### config.mk
export PLATFORM = sky130hd
export DESIGN_NAME = spi_rw_top
export DESIGN_NICKNAME = d
export VERILOG_FILES = /design/src/rtl/spi_rw_pkg.sv /design/src/rtl/spi_rw_top_slave.sv /design/src/rtl/spi_rw_top.sv
export SDC_FILE = /design/constraint.sdc
export NUM_CORES = 1
export LEC_CHECK = 0
export BUFFER_PORTS_ARGS = -buffer_cell sky130_fd_sc_hd__buf_2
export CORE_MARGIN = 2
export CORE_UTILIZATION = 55
export CTS_CLUSTER_SIZE = 14
export DETAILED_ROUTE_END_ITERATION = 12
export GPL_TIMING_DRIVEN = 0
export PLACE_DENSITY = 0.74
export SYNTH_ARGS = -nofsm -noshare
export SYNTH_HDL_FRONTEND = slang
export SYNTH_HIERARCHICAL = 1
export SYNTH_SLANG_ARGS = --single-unit
export TNS_END_PERCENT = 1
### constraint.sdc
create_clock -name clk -period 3.6 [get_ports clk]
set_input_delay 0.18 -clock clk [delete_from_list [all_inputs] [get_ports clk]]
set_output_delay 0.18 -clock clk [all_outputs]
set_load 0.02 [all_outputs]
### src/rtl/spi_rw_pkg.sv
// spi_rw_pkg: shared types and constants for the SPI read/write demo
package spi_rw_pkg;
  typedef enum logic [2:0] {ST_IDLE, ST_SETUP, ST_SHIFT, ST_HOLD, ST_DONE} mst_state_e;
  typedef enum logic {SL_CMD, SL_DATA} slv_state_e;
  localparam int   FRAME_BITS = 17;
  localparam logic CMD_WRITE  = 1'b1;
  localparam logic CMD_READ   = 1'b0;
endpackage

### src/rtl/spi_rw_top_slave.sv
// spi_slave_reg: SPI mode-0 slave holding one DATA_W-bit storage register
//   clk  in  system clock         rst  in  async active-low reset
//   CS   in  chip select (low)    SCLK in  serial clock from master
//   SDO  in  master-out data      SDI  out master-in data (0 while CS=1)
module spi_slave_reg
  import spi_rw_pkg::*;
#(
  parameter int DATA_W = 16
) (
  input  logic clk,
  input  logic rst,
  input  logic CS,
  input  logic SCLK,
  input  logic SDO,
  output logic SDI
);
  slv_state_e        r_state;
  logic              r_sclk_q;
  logic              r_cmd;
  logic              r_sdi;
  logic [4:0]        r_cnt;
  logic [DATA_W-1:0] r_sh;
  logic [DATA_W-1:0] r_store;
  logic              w_rise;
  logic              w_fall;
  // SCLK is oversampled by clk; edges are seen one cycle after SCLK changes
  assign w_rise = SCLK & ~r_sclk_q;
  assign w_fall = ~SCLK & r_sclk_q;
  assign SDI    = CS ? 1'b0 : r_sdi;
  always_ff @(posedge clk or negedge rst) begin
    if (!rst) begin
      r_state  <= SL_CMD;
      r_sclk_q <= 1'b0;
      r_cmd    <= 1'b0;
      r_sdi    <= 1'b0;
      r_cnt    <= '0;
      r_sh     <= '0;
      r_store  <= '0;
    end else begin
      r_sclk_q <= SCLK;
      if (CS) begin
        r_state <= SL_CMD;
        r_cmd   <= 1'b0;
        r_sdi   <= 1'b0;
        r_cnt   <= '0;
        r_sh    <= '0;
      end else if (w_rise) begin
        r_cnt <= r_cnt + 5'd1;
        if (r_state == SL_CMD) begin
          // preload storage so a read can start shifting on the next fall
          r_state <= SL_DATA;
          r_cmd   <= SDO;
          r_sh    <= r_store;
        end else if (r_cmd == CMD_WRITE) begin
          r_sh <= {r_sh[DATA_W-2:0], SDO};
          // commit only on the last bit so partial frames leave storage intact
          if (r_cnt == 5'(FRAME_BITS - 1)) r_store <= {r_sh[DATA_W-2:0], SDO};
        end
      end else if (w_fall && r_state == SL_DATA && r_cmd == CMD_READ) begin
        r_sdi <= r_sh[DATA_W-1];
        r_sh  <= r_sh << 1;
      end
    end
  end
endmodule

### src/rtl/spi_rw_top.sv
// spi_rw_top: button-driven SPI master writing/reading an internal SPI slave register
//   clk    in  system clock            rst    in  async active-low reset
//   sw     in  write payload           rd_btn in  read request (rising edge)
//   wr_btn in  write request (rising)  led    out last value read back
module spi_rw_top
  import spi_rw_pkg::*;
#(
  parameter int SCLK_HALF = 2,
  parameter int DATA_W    = 16
) (
  input  logic              clk,
  input  logic              rst,
  input  logic [DATA_W-1:0] sw,
  input  logic              rd_btn,
  input  logic              wr_btn,
  output logic [DATA_W-1:0] led
);
  localparam int            HW     = (SCLK_HALF > 1) ? $clog2(SCLK_HALF) : 1;
  localparam logic [HW-1:0] H_LAST = HW'(SCLK_HALF - 1);
  mst_state_e        r_state;
  logic              CS, SCLK, SDO, SDI, rd, wr, done;
  logic              r_rd_s, r_rd_p, r_wr_s, r_wr_p;
  logic [HW-1:0]     r_hcnt;
  logic [4:0]        r_bits;
  logic [DATA_W:0]   r_tx;
  logic [DATA_W-1:0] r_rx;
  logic              w_idle, w_wr_start, w_rd_start, w_half_end;
  assign w_idle     = r_state == ST_IDLE;
  assign w_wr_start = w_idle & r_wr_s & ~r_wr_p;
  assign w_rd_start = w_idle & r_rd_s & ~r_rd_p;
  assign w_half_end = r_hcnt == H_LAST;
  assign CS         = w_idle | (r_state == ST_DONE);
  assign SDO        = r_tx[DATA_W];
  assign done       = r_state == ST_DONE;
  always_ff @(posedge clk or negedge rst) begin
    if (!rst) begin
      r_state <= ST_IDLE;
      r_rd_s  <= 1'b0;
      r_rd_p  <= 1'b0;
      r_wr_s  <= 1'b0;
      r_wr_p  <= 1'b0;
      r_hcnt  <= '0;
      r_bits  <= '0;
      r_tx    <= '0;
      r_rx    <= '0;
      SCLK    <= 1'b0;
      rd      <= 1'b0;
      wr      <= 1'b0;
      led     <= '0;
    end else begin
      r_rd_s <= rd_btn;
      r_rd_p <= r_rd_s;
      r_wr_s <= wr_btn;
      r_wr_p <= r_wr_s;
      case (r_state)
        ST_IDLE: if (w_wr_start | w_rd_start) begin
          // write wins when both buttons rise together
          r_state <= ST_SETUP;
          r_hcnt  <= '0;
          r_bits  <= '0;
          wr      <= w_wr_start;
          rd      <= ~w_wr_start;
          r_tx    <= w_wr_start ? {CMD_WRITE, sw} : {CMD_READ, {DATA_W{1'b0}}};
        end
        ST_SETUP: if (w_half_end) begin
          r_state <= ST_SHIFT;
          r_hcnt  <= '0;
          SCLK    <= 1'b1;
        end else r_hcnt <= r_hcnt + 1'b1;
        ST_SHIFT: begin
          // sample SDI at the same point the slave sees the rising edge
          if (SCLK && r_hcnt == '0) r_rx <= {r_rx[DATA_W-2:0], SDI};
          if (!w_half_end) r_hcnt <= r_hcnt + 1'b1;
          else begin
            r_hcnt <= '0;
            if (SCLK) begin
              SCLK   <= 1'b0;
              r_tx   <= r_tx << 1;
              r_bits <= r_bits + 5'd1;
            end else if (r_bits == 5'(FRAME_BITS)) r_state <= ST_HOLD;
            else SCLK <= 1'b1;
          end
        end
        ST_HOLD: if (w_half_end) begin
          // led is loaded on entry so it is already valid in the done cycle
          r_state <= ST_DONE;
          if (rd) led <= r_rx;
        end else r_hcnt <= r_hcnt + 1'b1;
        ST_DONE: begin
          r_state <= ST_IDLE;
          rd      <= 1'b0;
          wr      <= 1'b0;
        end
        default: r_state <= ST_IDLE;
      endcase
    end
  end
  spi_slave_reg #(.DATA_W(DATA_W)) u_slave (
    .clk (clk),
    .rst (rst),
    .CS  (CS),
    .SCLK(SCLK),
    .SDO (SDO),
    .SDI (SDI)
  );
endmodule

# Word level (Yosys, flattened, before mapping)
# Cells that the tools add are included.
op_classes:
  eq_ne: 16
  bitwise_logic: 16
  n_mux: 43
  n_addsub: 3
  n_reduce_logical: 23
op_table:
  columns: ["cell", "n"]
  rows:
  - ["$mux 16", 5]
  - ["$mux 17", 4]
  - ["$pmux 17 s2", 1]
  - ["$mux 5", 5]
  - ["$mux 3", 6]
  - ["$mux 1", 17]
  - ["$ne 2x2->1 const B", 6]
  - ["$pmux 3 s4", 1]
  - ["$reduce_and 2->1", 6]
  - ["$add 5x1->5 const B", 2]
  - ["$eq 5x5->1 const B", 2]
  - ["$pmux 5 s2", 1]
  - ["$reduce_bool 2->1", 5]
  - ["$not 1->1", 8]
  - ["$and 1x1->1", 6]
  - ["$eq 3x2->1 const B", 2]
  - ["$ne 2x1->1 const B", 3]
  - ["$reduce_and 3->1", 2]
  - ["$reduce_and 6->1", 1]
  - ["$reduce_bool 3->1", 2]
  - ["$reduce_and 5->1", 1]
  - ["$ne 4x3->1 const B", 1]
  - ["$pmux 1 s2", 2]
  - ["$reduce_and 4->1", 1]
  - ["other kinds (8)", 11]
word_totals:
  inputBits: 20
  elab_cells: 120
  output_inout_bits: 16
  ff_bits: 105

# Depth between registers and ports, before layout
logic_depth:
  ltp_word: 7
  depth_mapped: 7
  ltp_nobuf: 6

# Cells and area by module
# Netlist, hierarchy kept.
by_module_without_submodules:
  columns: ["module", "cells_per_inst", "seq_area_each_um2", "instances", "area_per_inst_um2"]
  rows:
  - ["spi_rw_top", 197, 1601.5, 1, 2788.9]
  - ["spi_slave_reg", 161, 1026.0, 1, 1985.7]

# Worst setup path before layout
# OpenSTA, ideal clock, no wires.
synth_timing:
  kind: "register -> register"
  start: "reg, netlist name r_state[0]"
  end: "reg u_slave.r_store[10]"
  n_path_buf: 3
  setup_slack_ns: 1.680
  setup_time_ns: 0.125
  synth_period_minus_slack_ns: 1.920
  t_required_ns: 3.475
  arrival_ns: 1.795
  stages_incl_launch_ff: 8
  path_cell_list: "dfrtp_1 -> buf_6 -> nor2_1 -> buf_2 -> nand4b_4 -> nor4b_4 -> buf_6 -> mux2_2"
synth_lines:
  columns: ["element", "line_no", "rtl"]
  rows:
  - ["end signal, assigned", "spi_rw_top_slave.sv:57", "if (r_cnt == 5'(FRAME_BITS - 1)) r_store <= {r_sh[DATA_W-2:0], SDO};"]
  - ["end, declared", "spi_rw_top_slave.sv:23", "logic [DATA_W-1:0] r_store;"]

==> results.json <==
{
  "layout.nets": 432,
  "post_synth_fa_ha_maj_area_fraction_pct": 1.05,
  "critical_path.cell_chain": "buf_4 > nor2_1 > buf_2 > nand4b_4 > nor4b_4 > buf_6 > mux2_2",
  "placeableCoreArea_sq_um": 8300,
  "synth_simple_gate_area_share_pct": 8.46,
  "cts_num_sinks": 105,
  "post-place-cells": 499,
  "yosysWarningCount": 6,
  "std_cell_rows": 33,
  "detailed_place_hpwl_mm": 5.55,
  "routed_wirelength_mm": 8.12,
  "n_antenna_cell": 0,
  "synth_area_sq_um": 4770,
  "htreeDepth": 3,
  "status": "finished clean",
  "clock_tree.buffer_depth": 2,
  "worstSetupPathType": "flop to flop",
  "dr.first_iter.drc_count": 131,
  "cts_buffers": 9,
  "synthCells": 358,
  "maxClockFrequency_mhz": 447,
  "holdCritPathClass": "input port to flop",
  "final_cell_count_no_fill": 518,
  "endpoint_kind": "flop",
  "grt_pass1_vias": 3066,
  "synth.avg_cell_area_sq_um": 13.3,
  "ys_seq_elements": 105,
  "grt_antenna_before_repair": 0,
  "peakVddDrop_mv": 0.330,
  "routabilityCongestion": 0.731,
  "die_width_microns": 97.2,
  "worst_slew_margin_rel_pct": 60.9,
  "largest_family_of_logic_cells_by_synthesized_area": "multiplexers",
  "drc": 0,
  "seq_area_frac_synth_pct": 55.0,
  "post_synth_num_cell_types": 48,
  "final.fill_count": 637,
  "crit_path_start_kind": "flop",
  "pwr_density_cell_nw_per_um2": 586,
  "buffer_ports.inserted": 35,
  "layout-drive-gt1-share_pct": 25.7,
  "worst_ep_required_time_ps": 3850,
  "routedWlPerCell_microns": 15.7,
  "synth_top_flop_cell": "sky130_fd_sc_hd__dfrtp_1",
  "synth_fp_nets": 382,
  "syn2layout_area_growth_pct": 12.1,
  "drt_pre_antenna_iters": 4,
  "synthXorXnorAreaFrac_pct": 0.917,
  "worst_ep_arrival_time_ps": 2480,
  "max_stage_delay_ps": 530,
  "cells_resized_by_post_cts_repair": 0,
  "final.min_clock_period_ps": 2240,
  "drt-vias-per-instance": 5.77,
  "cellLeakagePower_nw": 2.65,
  "critical_path_peak_fanout": 10,
  "rsz_0062_raised_after_global_routing": "false",
  "worst_skew_pair.late_latency_ps": 370,
  "maxCapViolations": 0,
  "die_area_sq_um": 9440,
  "synth_async_sr_flop_share_pct": 100,
  "timing.critical_path.max_delay_family": "simple AND/OR/NAND/NOR gates",
  "grt_pass1_wl_mm": 14.4,
  "antenna_left": 0,
  "number_of_buffer_and_inverter_stages_on_the_critical_path": 3,
  "die_y_microns": 97.2,
  "finalCritPeriodShare_pct": 62.1,
  "critPathSlowestCell": "sky130_fd_sc_hd__nor4b_4",
  "totalNegativeSetupSlack_ps": 0,
  "timing.final.hold_violations": 0,
  "detailroute.via_count": 2989,
  "timing.clock.skew_ps": 14.9,
  "ios": 36,
  "clock_tree.root_cell": "sky130_fd_sc_hd__clkbuf_8",
  "floorplan.initialDensity_pct": 57.5,
  "timing.final.setup_violations": 0,
  "muxShareOfSynthArea_pct": 19.7,
  "clk_pin_slew_ps": 110,
  "synth_edf_count": 0,
  "track_usage_pct": 18.5,
  "grt_overflow": 0,
  "timing_worst_slew_pin_value_ps": 584,
  "slew_viol_final": 0,
  "grt_max_degree": 73,
  "cts_tree": "yes",
  "complex_gate_fraction_of_the_synthesized_area_pct": 11.3
}
layout make-up:
class,instances,area [sq um],share of cell area [%]
inverter,8,30.0,0.561
clock inverter,7,86.3,1.61
multi-input combinational,221,1980,36.9
sequential,105,2630,49.1
clock buffer,9,124,2.31
timing repair buffer,39,235,4.40
tap,105,131,2.45
buffer,24,141,2.64
power breakdown:
| group | internal (mW) | switching [mW] |
|---|---|---|
| logic | 0.395 | 0.590 |
| registers | 1.29 | 0.0955 |
| clock network | 0.338 | 0.423 |
| total | 2.03 | 1.11 |
what timing repair did:
action / in CTS / in global routing
buffers inserted: 0 / 0
endpoints found under the hold margin: 35 / 0
endpoints found under the setup margin: 0 / 0
hold buffers: 3 / 0
Yosys cell counts, drive strengths merged (3+ instances only):
cell type / n / area, sq um
nand2: 7 / 38.8
nand3: 4 / 32.5
mux2: 64 / 758
o21ai: 8 / 40.0
o31ai: 15 / 113
nor2: 11 / 41.3
ha: 4 / 50.1
inv: 8 / 30.0
nand2b: 3 / 18.8
xor2: 4 / 35.0
and3: 3 / 18.8
o2111ai: 15 / 131
nor2b: 8 / 50.1
a22o: 16 / 140
dfrtp: 105 / 2630
buf: 15 / 108
clkbuf: 9 / 33.8
nand3b: 4 / 30.0
a21oi: 12 / 60.1
mux2i: 18 / 180
worst reg2reg max path, cell delays in order, from the launching register on:
cell	delay, ps
sky130_fd_sc_hd__dfrtp_1	350
sky130_fd_sc_hd__buf_4	170
sky130_fd_sc_hd__nor2_1	100
sky130_fd_sc_hd__buf_2	190
sky130_fd_sc_hd__nand4b_4	190
sky130_fd_sc_hd__nor4b_4	530
sky130_fd_sc_hd__buf_6	250
sky130_fd_sc_hd__mux2_2	350
registers in the layout (all words and copies together) (netlist names), 3 cells and up:
signal,cells
r_rx,16
r_state,3
r_bits,5
u_slave/r_store,16
r_tx,17
u_slave/r_cnt,5
led,16
u_slave/r_sh,16
layout by cell type (no fill, tap or decap), drive strengths merged, types with 2 or more instances in the layout:
master       Yosys  layout
o21a             2       2
and3             3       3
inv              8      12
nand3            4       4
o22ai            2       2
or3              2       2
o31ai           15      15
a22o            16      16
dlygate4sd3      0       3
mux2            64      64
nor3b            2       2
nor4b            2       2
o2111ai         15      15
xor2             4       4
nor2b            8       8
clkbuf           9      18
buf             15      51
a32o             2       2
a21oi           12      12
mux2i           18      18
nand3b           4       4
nor2            11      11
nor3             2       2
dfrtp          105     105
nand2            7       7
o21ai            8       8
nand2b           3       3
ha               4       4
metrics by stage:
stage	power [mW]	area (sq um)	utilization [%]	worst slack, ps	hold WS (ps)
detailed placement	2.40	5110	61.6	1380	154
global placement	2.37	5080	61.2	1200	288
global route	3.34	5350	64.5	1180	23.9
finish	3.13	5350	64.5	1360	29.9
CTS	3.17	5350	64.5	1340	18.8
floorplan	2.16	4770	-	1680	-116
per-layer routing:
metal  GRT usage, %  routed length (microns)  vias up
li1               -                        -     1417
met1           24.9                     3940     1517
met2           29.7                     3810       44
met3           4.60                      245       11
met4           6.07                      114        0
met5              0                        0        -
kinds of logic (layout without fill, tap and decap cells):
group / count (synthesis) / count (layout)
flops: 105 / 105
mux: 82 / 82
compound gates: 73 / 73
simple gates: 57 / 57
buf+inv: 32 / 87
xor+xnor: 5 / 5
fa+ha+maj: 4 / 4
final timing paths:
| check | from | slack [ps] | cells past startpoint | end |
|---|---|---|---|---|
| hold reg to reg | r_wr_s$_DFF_PN0_ | 380 | 0 | r_wr_p$_DFF_PN0_ |
| setup / recovery | r_state[1]$_DFFE_PN0P_ | 1360 | 7 | u_slave/r_store[6]$_DFFE_PN0P_ |
| hold / removal | sw[0] | 30 | 2 | r_tx[0]$_DFFE_PN0P_ |
| min in group asynchronous | rst | 300 | 2 | led[13]$_DFFE_PN0P_ |
| max in group asynchronous | rst | 2600 | 3 | r_tx[11]$_DFFE_PN0P_ |
| setup reg to reg | r_state[1]$_DFFE_PN0P_ | 1360 | 7 | u_slave/r_store[6]$_DFFE_PN0P_ |
(Power assumes the default switching activity.)
